==> config.mk <==
export PLATFORM = sky130hd
export DESIGN_NAME = sevenseg_capture
export DESIGN_NICKNAME = d
export VERILOG_FILES = /design/src/rtl/sevenseg_capture.sv
export SDC_FILE = /design/constraint.sdc
export NUM_CORES = 1
export LEC_CHECK = 0
export BUFFER_PORTS_ARGS = -buffer_cell sky130_fd_sc_hd__buf_2
export CAP_MARGIN = 20
export CORE_ASPECT_RATIO = 0.7
export CORE_MARGIN = 8
export CORE_UTILIZATION = 35
export CTS_CLUSTER_DIAMETER = 80
export CTS_CLUSTER_SIZE = 16
export DETAILED_ROUTE_END_ITERATION = 12
export HOLD_SLACK_MARGIN = 0.06
export REMOVE_ABC_BUFFERS = 1
export SETUP_SLACK_MARGIN = 0.4
export SLEW_MARGIN = 20
export SYNTH_ARGS = -nofsm -noshare
export SYNTH_HDL_FRONTEND = slang
export SYNTH_SLANG_ARGS = --single-unit
==> constraint.sdc <==
create_clock -name clk -period 1.94 [get_ports clk]
set_input_delay 0.194 -clock clk [delete_from_list [all_inputs] [get_ports clk]]
set_output_delay 0.194 -clock clk [all_outputs]
set_load 0.03 [all_outputs]
==> src/rtl/sevenseg_capture.sv <==
// Watches a multiplexed active-low seven-segment bus and recovers the BCD code shown
// on each digit position, with stability qualification, frame tracking and sticky errors.
module sevenseg_capture #(
  parameter int NDIG          = 4,
  parameter int STABLE_CYCLES = 4
) (
  input  logic                clk,
  input  logic                reset,
  input  logic [6:0]          seg_n,
  input  logic [NDIG-1:0]     an_n,
  input  logic                clr_err,
  output logic [4*NDIG-1:0]   digits,
  output logic [NDIG-1:0]     digit_valid,
  output logic                frame_done,
  output logic                err_invalid,
  output logic                err_anode,
  output logic [1:0]          fsm_state
);

  localparam int CW = $clog2(STABLE_CYCLES + 1);
  localparam int IW = (NDIG > 1) ? $clog2(NDIG) : 1;
  localparam logic [CW-1:0] CNT_LAST = CW'(STABLE_CYCLES - 1);
  localparam logic [CW-1:0] CNT_ONE  = CW'(1);

  typedef enum logic [1:0] {
    IDLE  = 2'd0,
    TRACK = 2'd1,
    HOLD  = 2'd2
  } state_t;

  state_t          state, state_nx;
  logic [CW-1:0]   cnt, cnt_nx;
  logic [6:0]      seg_q, seg_p;
  logic [NDIG-1:0] an_q, an_p;
  logic [NDIG-1:0] act;
  logic            one_hot, multi, same, accept;
  logic [IW-1:0]   pos;
  logic [3:0]      code;
  logic [NDIG-1:0] seen, seen_acc;

  assign act     = ~an_q;
  assign one_hot = (act != '0) && ((act & (act - NDIG'(1))) == '0);
  assign multi   = (act != '0) && !one_hot;
  assign same    = (seg_q == seg_p) && (an_q == an_p);
  assign seen_acc  = seen | (NDIG'(1) << pos);
  assign fsm_state = state;

  // Input registers park on blank / no anode so the first real sample never matches.
  always_ff @(posedge clk) begin
    if (reset) begin
      seg_q <= 7'h7F;
      seg_p <= 7'h7F;
      an_q  <= '1;
      an_p  <= '1;
    end else begin
      seg_q <= seg_n;
      seg_p <= seg_q;
      an_q  <= an_n;
      an_p  <= an_q;
    end
  end

  always_ff @(posedge clk) begin
    if (reset) begin
      state <= IDLE;
      cnt   <= '0;
    end else begin
      state <= state_nx;
      cnt   <= cnt_nx;
    end
  end

  always_comb begin
    state_nx = state;
    cnt_nx   = cnt;
    accept   = 1'b0;
    if (!one_hot) begin
      state_nx = IDLE;
      cnt_nx   = '0;
    end else begin
      case (state)
        IDLE: begin
          state_nx = TRACK;
          cnt_nx   = CNT_ONE;
        end
        TRACK: begin
          if (!same) begin
            cnt_nx = CNT_ONE;
          end else if (cnt == CNT_LAST) begin
            accept   = 1'b1;
            state_nx = HOLD;
            cnt_nx   = cnt + CNT_ONE;
          end else begin
            cnt_nx = cnt + CNT_ONE;
          end
        end
        HOLD: begin
          if (!same) begin
            state_nx = TRACK;
            cnt_nx   = CNT_ONE;
          end
        end
        default: begin
          state_nx = IDLE;
          cnt_nx   = '0;
        end
      endcase
    end
  end

  always_comb begin
    pos = '0;
    for (int i = 0; i < NDIG; i++) begin
      if (act[i]) pos = IW'(i);
    end
  end

  always_comb begin
    case (seg_q)
      7'b1000000: code = 4'd0;
      7'b1111001: code = 4'd1;
      7'b0100100: code = 4'd2;
      7'b0110000: code = 4'd3;
      7'b0011001: code = 4'd4;
      7'b0010010: code = 4'd5;
      7'b0000010: code = 4'd6;
      7'b1111000: code = 4'd7;
      7'b0000000: code = 4'd8;
      7'b0011000: code = 4'd9;
      7'b1111111: code = 4'hF;
      default:    code = 4'hE;
    endcase
  end

  // Error flags: set wins over a simultaneous clear.
  always_ff @(posedge clk) begin
    if (reset) begin
      digits      <= '0;
      digit_valid <= '0;
      frame_done  <= 1'b0;
      err_invalid <= 1'b0;
      err_anode   <= 1'b0;
      seen        <= '0;
    end else begin
      frame_done <= 1'b0;
      if (accept) begin
        digits[4*pos +: 4] <= code;
        digit_valid[pos]   <= 1'b1;
        if (seen_acc == '1) begin
          seen       <= '0;
          frame_done <= 1'b1;
        end else begin
          seen <= seen_acc;
        end
      end
      err_invalid <= (err_invalid & ~clr_err) | (accept && (code == 4'hE));
      err_anode   <= (err_anode & ~clr_err) | multi;
    end
  end

endmodule

==> impl_metrics.yaml, run 1 <==
yosys:
  yosys_warnings: 0
  syn_area_per_cell_um2: 9.09
  synthFlopType: "dfxtp_1"
  ys_seq_elements: 54
  synth_edf_count: 0
  ys_seq_area_share_pct: 41.4
  async_reset_ff_share_pct: 0
  syn_inst: 287
  synthDistinctLibCells: 49
  mappedNetlistArea_mm2: 0.00261
worst_setup_path:
  crit_path_max_fanout: 6
  arrival_ns: 2.10
  regToRegEndpoint: "digits[3]$_SDFFE_PP0P_"
  crit_path_end_kind: "flip-flop"
  r2r_cells: 7
  crit_required_ns: 2.16
  startpoint: "seg_q[1]$_SDFF_PP1_"
  critPathKind: "reg -> reg"
  worstReg2RegStart: "seg_q[1]$_SDFF_PP1_"
  startpoint_type: "flip-flop"
  r2r_slack_ns: 0.06
route:
  via_per_inst: 4.84
  drtIter0Drc: 137
  num_vias: 2276
  drc: 0
  firstDrtPassIters: 4
  drt-total-wl_mm: 6.80
  met3_length_um: 322
  top_layer_used: "met4"
  wl_met2_mm: 2.92
  met1_length_mm: 3.46
  wl_per_cell_um: 14.5
  ant_nets: 0
min_path:
  holdPathStages: 4
  min_to: "err_anode$_SDFF_PP0_"
  hp-start: "clr_err"
  hold_path.class: "in -> reg"
pwr:
  power_leakage_nw: 1.54
  powerDensity_mw_per_mm2: 621
  p_seq_share_pct: 52.7
  p_sw_w: 0.000622
  switching_share_pct: 28.1
  power.internal_w: 0.00159
  clkPwrFrac_pct: 30.7
  combPwrFrac_pct: 16.6
  peakVddDrop_mv: 0.278
  power_w: 0.00222
layout:
  diodes: 0
  nNetsFinal: 395
  fillers: 659
  synthToLayoutAreaGrowth_pct: 36.8
  mostFrequentLayoutCell: "dfxtp_1"
  finish.instance_area_mm2: 0.00357
  fin_util_pct: 49.2
  drive_gt1_share_pct: 43.8
  most-common-layout-cells: "dfxtp_1, buf_4, buf_2"
floorplan:
  rows: 26
  dieHeight_um: 88.3
  core_mm2: 0.00725
  pin_count: 39
  die_x_um: 119
  initial_core_util_pct: 36.0
  die_area_mm2: 0.0105
sta:
  max_slew.worst_pin.slew_ns: 0.355
  fin_ws_ns: 0.0584
  post-route-period-util_pct: 97.0
  rsz0062_at_grt: "true"
  hold_ws_ns: 0.166
  fmax_ghz: 0.531
  hold_violations: 0
  drv_slew: 0
  finalClockSkew_ns: 0.0143
  setup_violations: 0
  slew_headroom_pct: 76.2
  period_needed_ns: 1.88
grt:
  antenna_found_initial: 0
  grt_pass1_vias: 2218
  grt_max_degree: 39
  grt_pass1_wl_mm: 11.2
  track_usage_pct: 13.1
  gr-total-overflow: 0
placed_design:
  dpl_worst_slack_ns: 0.00228
  dp_hpwl_mm: 4.55
  io_buffers: 38
  place.gp.congestion: 0.893
  place_area_mm2: 0.00302
clocking:
  worstSkewPairLatency_ns: 0.33
  clockRootBuffer: "clkbuf_8"
  cts_tree: "built"
  clock_path_buffers: 2
  cts.htree.levels: 2
  cts_inserted_buffers: 5
  cts.clk_slew.worst_paths_ns: 0.11
  cts_sinks: 54
run_status:
  outcome: "finished, final reports clean"
run:
  cap_violations: 0
-- area by class of cell --
type	count	area (um^2)	area share [%]
Clock inverter	3	28.8	0.806
Clock buffer	5	68.8	1.93
Tap cell	98	123	3.43
Timing Repair Buffer	95	673	18.9
Sequential cell	54	1120	31.3
Multi-Input combinational cell	209	1540	43.0
Inverter	6	22.5	0.631
-- critical path, cell delays in order (launching register included) --
cell      delay (ns)
dfxtp_4         0.38
buf_6           0.13
and4b_1         0.31
o211ai_1        0.14
and3_1          0.21
a31o_4          0.24
and4_1          0.17
a21o_2          0.19
-- flip-flops by register name, summed over array words and instances, names as in the netlist --
| name | count |
|---|---|
| seen | 4 |
| err_anode | 1 |
| an_p | 4 |
| fsm_state | 2 |
| seg_q | 7 |
| cnt | 3 |
| an_q | 4 |
| err_invalid | 1 |
| digit_valid | 4 |
| digits | 16 |
| frame_done | 1 |
| seg_p | 7 |
-- metrics by stage --
step	std cells	setup TNS (ns)
floorplan	268	-0.0183
finish	470	0
global route	470	0
CTS	465	0
detailed placement	432	0
global placement	432	-0.0912
-- cells by family (layout without fill, tap and decap cells) --
group,after synthesis,in the layout,synth area share (%)
xor+xnor,15,15,5.61
fa+ha+maj,10,10,4.79
mux,2,2,0.767
flops,54,54,41.4
simple gates,126,127,28.7
compound gates,55,55,13.5
buf+inv,25,109,5.23
-- worst max-delay path by stage --
stage,end
finish,digits[3]$_SDFFE_PP0P_
global route,digits[1]$_SDFFE_PP0P_
CTS,digits[3]$_SDFFE_PP0P_
detailed placement,digits[8]$_SDFFE_PP0P_
global placement,digits[3]$_SDFFE_PP0P_
floorplan,digits[8]$_SDFFE_PP0P_
-- synth_stat cells, types with 2 or more instances --
master	count	share of area, %
nor4b_1	3	1.0
nor3_1	4	0.77
nand3b_1	4	1.2
or3_1	3	0.72
mux2i_1	2	0.77
a22oi_1	2	0.58
and4_1	2	0.67
a21oi_1	23	4.4
clkbuf_1	7	1.0
nand4_1	7	1.7
nand4b_1	2	0.67
xnor2_1	10	3.4
buf_2	7	1.3
a31o_2	3	1.0
a211oi_1	6	1.7
nand2_1	15	2.2
o21ai_0	4	0.77
dfxtp_1	54	41
nand3_1	12	2.3
and4b_1	2	0.77
inv_1	6	0.86
and3_1	3	0.72
xnor2_2	2	1.2
o2bb2ai_1	2	0.67
o31ai_1	2	0.58
nor3b_1	4	1.2
nor2b_1	4	0.96
nand2b_1	7	1.7
or2_2	23	5.5
xor2_1	3	1.0
nor2_1	22	3.2
o22ai_1	3	0.72
a21o_2	4	1.3
and4b_2	3	1.3
buf_6	4	1.7
ha_1	10	4.8
-- power groups by stage --
stage,combinational (W),clock [W],sequential [W]
after floorplan,0.000153,0,0.00120
after global placement,0.000278,0,0.00120
after detailed placement,0.000279,0,0.00120
after CTS,0.000341,0.000705,0.00117
after global routing,0.000401,0.000755,0.00117
final,0.000368,0.000680,0.00117
-- routing by layer --
metal	up-vias	global-route usage, %
met1	1048	17.7
met5	-	0
met2	48	19.8
met3	7	2.93
met4	0	5.03
li1	1173	-
-- timing repair --
action | 4_1_cts | 5_1_grt
gates cloned | 1 | 0
endpoints found under the hold margin | 11 | 0
buffers inserted | 13 | 5
hold buffers | 11 | 0
pin swaps | 29 | 7
resized for setup | 42 | 12
setup endpoints to repair | 31 | 31
Power figures use the tool's default switching activity.
==> run 2: changes to the inputs <==
==> constraint.sdc (replaced) <==
create_clock -name clk -period 1.75 [get_ports clk]
set_input_delay 0.175 -clock clk [delete_from_list [all_inputs] [get_ports clk]]
set_output_delay 0.175 -clock clk [all_outputs]
set_load 0.03 [all_outputs]
==> run 2 against run 1 <==
- the flow now finishes with violations (negative setup slack)
- hold slack lost 0.033 ns
- clock power grew 30%
- final cell count grew 1.3%
- cell area grew 7.1%
- sequential power grew 11%
- flip-flop and latch count is the same
- critical path depth grew 1
- largest cell class unchanged
- critical endpoint is now digits[8]$_SDFFE_PP0P_
- highest routed layer unchanged
- wire length grew 0.26%
- total power grew 19%
==> impl_metrics.yaml, run 2 (synthesis results as in run 1) <==
run_status:
  outcome: "finished, violations left"
  violations: "negative setup slack"
floorplan:
  initial_core_util_pct: 36.0
  core_mm2: 0.00725
  die_area_mm2: 0.0105
  die_x_um: 119
  pin_count: 39
  dieHeight_um: 88.3
  rows: 26
layout:
  mostFrequentLayoutCell: "dfxtp_1"
  most-common-layout-cells: "dfxtp_1, buf_4, buf_2"
  fin_util_pct: 52.7
  regMostFlops: "digits"
  synthToLayoutAreaGrowth_pct: 46.5
  drive_gt1_share_pct: 53.2
  diodes: 0
  fillers: 657
  largest_reg_flops: 16
  nNetsFinal: 401
  finish.instance_area_mm2: 0.00382
  top_regs: "digits: 16 flops, seg_p: 7 flops, seg_q: 7 flops"
pwr:
  power_leakage_nw: 1.68
  power_w: 0.00264
  powerDensity_mw_per_mm2: 689
  peakVddDrop_mv: 0.448
sta:
  rsz0062_at_grt: "true"
  hold_violations: 0
  drv_slew: 0
  hold_ws_ns: 0.134
  post-route-period-util_pct: 102
  max_slew.worst_pin.slew_ns: 0.314
  fin_ws_ns: -0.0425
  slew_headroom_pct: 79.1
  setup_violations: 14
  period_needed_ns: 1.79
  fmax_ghz: 0.558
  finalClockSkew_ns: 0.00577
grt:
  grt_max_degree: 30
  grt_pass1_vias: 2251
  track_usage_pct: 12.7
  grt_pass1_wl_mm: 11.0
  antenna_found_initial: 0
  gr-total-overflow: 0
clocking:
  cts.htree.levels: 2
  cts_sinks: 54
  clock_path_buffers: 2
  cts.clk_slew.worst_paths_ns: 0.11
  cts_inserted_buffers: 5
  clockRootBuffer: "clkbuf_8"
  worstSkewPairLatency_ns: 0.32
  cts_tree: "built"
placed_design:
  dp_hpwl_mm: 4.76
  dpl_worst_slack_ns: -0.191
  io_buffers: 38
  place_area_mm2: 0.00312
  place.gp.congestion: 0.874
worst_setup_path:
  arrival_ns: 2.05
  crit_path_end_kind: "flip-flop"
  crit_path_max_fanout: 8
  r2r_cells: 8
  critPathKind: "reg -> reg"
  startpoint_type: "flip-flop"
  crit_required_ns: 2.01
route:
  num_vias: 2348
  firstDrtPassIters: 4
  drt-total-wl_mm: 6.82
  drtIter0Drc: 98
  ant_nets: 0
  via_per_inst: 4.93
  drc: 0
  wl_per_cell_um: 14.3
run:
  cap_violations: 0
min_path:
  hold_path.class: "in -> reg"
  holdPathStages: 4
==> run 2: cell count changes in the layout (fill, tap and decap cells not counted), moves of 3 or more <==
cell / change
a211oi_1: -3
a211oi_2: +3
a21oi_1: -8
a21oi_2: +8
buf_6: +8
nand2_1: -3
nor2_1: -3
xnor2_1: -6
xnor2_2: +6
==> run 2: per-stage QoR <==
| stage | TNS [ns] | cells |
|---|---|---|
| CTS | 0 | 471 |
| finish | -0.306 | 476 |
| detailed placement | -2.08 | 444 |
| floorplan | -0.671 | 268 |
| global route | -2.59 | 476 |
| global placement | -1.86 | 444 |
==> run 2: worst paths after layout <==
path	end	slack [ns]	from
setup / recovery	digits[8]$_SDFFE_PP0P_	-0.04	an_q[2]$_SDFF_PP1_
hold / removal	err_invalid$_SDFF_PP0_	0.13	clr_err
setup reg to reg	digits[8]$_SDFFE_PP0P_	-0.04	an_q[2]$_SDFF_PP1_
hold reg to reg	digits[0]$_SDFFE_PP0P_	0.46	digits[0]$_SDFFE_PP0P_
==> run 2: worst max-delay path: stages, from the launching register on <==
cell,delay (ns)
dfxtp_4,0.40
xnor2_2,0.13
a21oi_1,0.12
mux2i_1,0.09
buf_4,0.14
buf_6,0.12
nand4b_1,0.22
or3_4,0.41
a21oi_2,0.11
==> run 2: routing by layer <==
| metal | vias to the layer above | part of all wire, % | global-route usage, % |
|---|---|---|---|
| li1 | 1191 | - | - |
| met1 | 1084 | 49 | 18.0 |
| met2 | 65 | 44 | 18.8 |
| met3 | 8 | 5.6 | 2.93 |
| met4 | 0 | 1.0 | 3.43 |
| met5 | - | 0 | 0 |
==> run 2: final cells by class <==
| type | instances | area [um^2] | share of cell area [%] |
|---|---|---|---|
| inverters | 6 | 22.5 | 0.589 |
| clock inverters | 3 | 48.8 | 1.28 |
| repair buffers | 101 | 748 | 19.6 |
| multi-input cells | 209 | 1700 | 44.4 |
| flip-flops and latches | 54 | 1120 | 29.2 |
| clock buffers | 5 | 68.8 | 1.80 |
| well taps | 98 | 123 | 3.21 |
==> run 2: what timing repair did <==
item,in CTS,in global routing
hold buffers,11,0
pin swaps,45,23
setup buffers,7,5
resized for setup,58,38
endpoints found under the setup margin,32,32
cloned,1,0
endpoints found under the hold margin,11,0
==> run 2: where the power goes <==
part / internal, W / leakage [nW] / total [W] / switching, W
clock network: 0.000436 / 0.0563 / 0.000884 / 0.000448
logic: 0.000247 / 1.18 / 0.000455 / 0.000208
registers: 0.00125 / 0.442 / 0.00130 / 0.0000445
==> run 3: changes to the inputs <==
--- a/config.mk
+++ b/config.mk
@@ -8,12 +8,11 @@
 export BUFFER_PORTS_ARGS = -buffer_cell sky130_fd_sc_hd__buf_2
 export CAP_MARGIN = 20
 export CORE_ASPECT_RATIO = 0.7
-export CORE_MARGIN = 8
+export CORE_MARGIN = 4
 export CORE_UTILIZATION = 35
 export CTS_CLUSTER_DIAMETER = 80
 export CTS_CLUSTER_SIZE = 16
 export DETAILED_ROUTE_END_ITERATION = 12
-export HOLD_SLACK_MARGIN = 0.06
 export REMOVE_ABC_BUFFERS = 1
 export SETUP_SLACK_MARGIN = 0.4
 export SLEW_MARGIN = 20
==> run 3 against run 2 <==
- the flow still finishes with violations (negative setup slack)
- via count shrank 0.43%
- core utilization down 0.97 points
- flip-flop and latch count did not move
- combinational power down 3%
- sequential share of layout area up 0.48 points
- clock-buffer cell count did not move
- die area down 15%
- maximum frequency shrank 0.30%
- setup slack got worse by 0.0054 ns
- global-route usage rose by 1.9 points
- largest cell class unchanged
- largest power group unchanged
- highest routed layer unchanged
==> impl_metrics.yaml, run 3 (synthesis results as in run 1) <==
pwr:
  p_seq_share_pct: 52.3
  power_leakage_nw: 1.65
  p_sw_w: 0.000690
  clkPwrFrac_pct: 29.8
  power.internal_w: 0.00179
  peakVddDrop_mv: 0.400
  power_w: 0.00248
  combPwrFrac_pct: 17.8
  switching_share_pct: 27.9
  powerDensity_mw_per_mm2: 657
route:
  wl_met2_mm: 2.88
  top_layer_used: "met4"
  num_vias: 2338
  drtIter0Drc: 80
  via_per_inst: 4.90
  ant_nets: 0
  met3_length_um: 350
  met1_length_mm: 3.31
  wl_per_cell_um: 13.8
  drt-total-wl_mm: 6.59
  firstDrtPassIters: 5
  drc: 0
floorplan:
  die_area_mm2: 0.00893
  rows: 26
  dieHeight_um: 80.3
  pin_count: 39
  initial_core_util_pct: 35.8
  core_mm2: 0.00729
  die_x_um: 111
sta:
  drv_slew: 0
  setup_violations: 14
  finalClockSkew_ns: 0.0107
  fin_ws_ns: -0.0479
  hold_violations: 0
  max_slew.worst_pin.slew_ns: 0.344
  fmax_ghz: 0.556
  post-route-period-util_pct: 103
  period_needed_ns: 1.80
  slew_headroom_pct: 77.0
  rsz0062_at_grt: "true"
grt:
  grt_max_degree: 32
  grt_pass1_wl_mm: 10.8
  track_usage_pct: 14.6
  gr-total-overflow: 0
  grt_pass1_vias: 2194
  antenna_found_initial: 0
layout:
  largest_reg_flops: 16
  synthToLayoutAreaGrowth_pct: 44.5
  nNetsFinal: 402
  top_regs: "digits: 16 flops, seg_p: 7 flops, seg_q: 7 flops"
  diodes: 0
  finish.instance_area_mm2: 0.00377
  mostFrequentLayoutCell: "buf_4"
  drive_gt1_share_pct: 53.8
  regMostFlops: "digits"
  most-common-layout-cells: "buf_4, dfxtp_1, buf_2"
clocking:
  cts.clk_slew.worst_paths_ns: 0.11
  worstSkewPairLatency_ns: 0.31
  clock_path_buffers: 2
  cts_sinks: 54
  clockRootBuffer: "clkbuf_8"
  postCtsHoldBufs: 0
  cts_inserted_buffers: 5
  cts.htree.levels: 2
  cts_tree: "built"
placed_design:
  dp_hpwl_mm: 4.45
  place_area_mm2: 0.00317
  io_buffers: 38
  place.gp.congestion: 0.842
run_status:
  violations: "negative setup slack"
  outcome: "finished, violations left"
worst_setup_path:
  arrival_ns: 2.01
  critPathKind: "reg -> reg"
  crit_path_end_kind: "flip-flop"
  crit_required_ns: 1.96
  crit_path_max_fanout: 6
  startpoint_type: "flip-flop"
min_path:
  hold_path.class: "in -> reg"
run:
  cap_violations: 0
-- run 3: cell types whose count changed in the layout (fill, tap and decap cells not counted), sizes merged --
cell	change
bufinv	-1
buf	+12
dlygate4sd3	-11
clkinvlp	-1
clkinv	+2
-- run 3: path summary, 6_finish.rpt --
kind | cells past startpoint | startpoint | endpoint | slack, ns
max | 7 | seg_q[3]$_SDFF_PP1_ | digits[3]$_SDFFE_PP0P_ | -0.05
min | 2 | seg_n[2] | seg_q[2]$_SDFF_PP1_ | 0.03
max reg2reg | 7 | seg_q[3]$_SDFF_PP1_ | digits[3]$_SDFFE_PP0P_ | -0.05
min reg2reg | 2 | digits[0]$_SDFFE_PP0P_ | digits[0]$_SDFFE_PP0P_ | 0.46
-- run 3: worst max-delay path, cell delays in order, from the launching register on --
cell      delay (ns)
dfxtp_4         0.40
nor4b_4         0.27
buf_4           0.15
o211ai_1        0.07
and3_1          0.20
a31o_4          0.23
and4_1          0.19
a21o_2          0.18
-- run 3: layout make-up --
cell class	count	area, um^2
clock buffer	5	68.8
multi-input combinational	209	1670
tap	98	123
inverter	6	25.0
sequential	54	1120
clock inverter	3	28.8
fill	685	3520
timing repair buffer	102	734
-- run 3: what timing repair did --
action / 4_1_cts / 5_1_grt
setup endpoints to repair: 32 / 31
resized for setup: 73 / 23
cloned: 1 / 0
pin swaps: 42 / 19
setup buffers: 11 / 5
-- run 3: power groups by stage --
stage               combinational (W)  sequential (W)  clock, W
global route                 0.000482         0.00130  0.000816
finish                       0.000442         0.00130  0.000739
floorplan                    0.000170         0.00133         0
detailed placement           0.000347         0.00132         0
CTS                          0.000416         0.00130  0.000770
global placement             0.000345         0.00132         0
-- run 3: per-layer routing --
layer / vias to the layer above / track usage (%)
li1: 1191 / -
met1: 1092 / 21.4
met2: 51 / 22.2
met3: 4 / 2.71
met4: 0 / 3.28
met5: - / 0
-- run 3: metrics by stage --
stage / cells / TNS (ns) / setup WS, ns / util, % / hold WS (ns)
floorplan: 268 / -0.671 / -0.208 / - / 0.244
global placement: 452 / -2.79 / -0.203 / 43.5 / 0.357
detailed placement: 452 / -3.04 / -0.212 / 43.5 / 0.359
CTS: 472 / -0.0475 / -0.0175 / 49.9 / 0.0221
global route: 477 / -3.23 / -0.192 / 51.8 / 0.0173
finish: 477 / -0.284 / -0.0479 / 51.8 / 0.0339
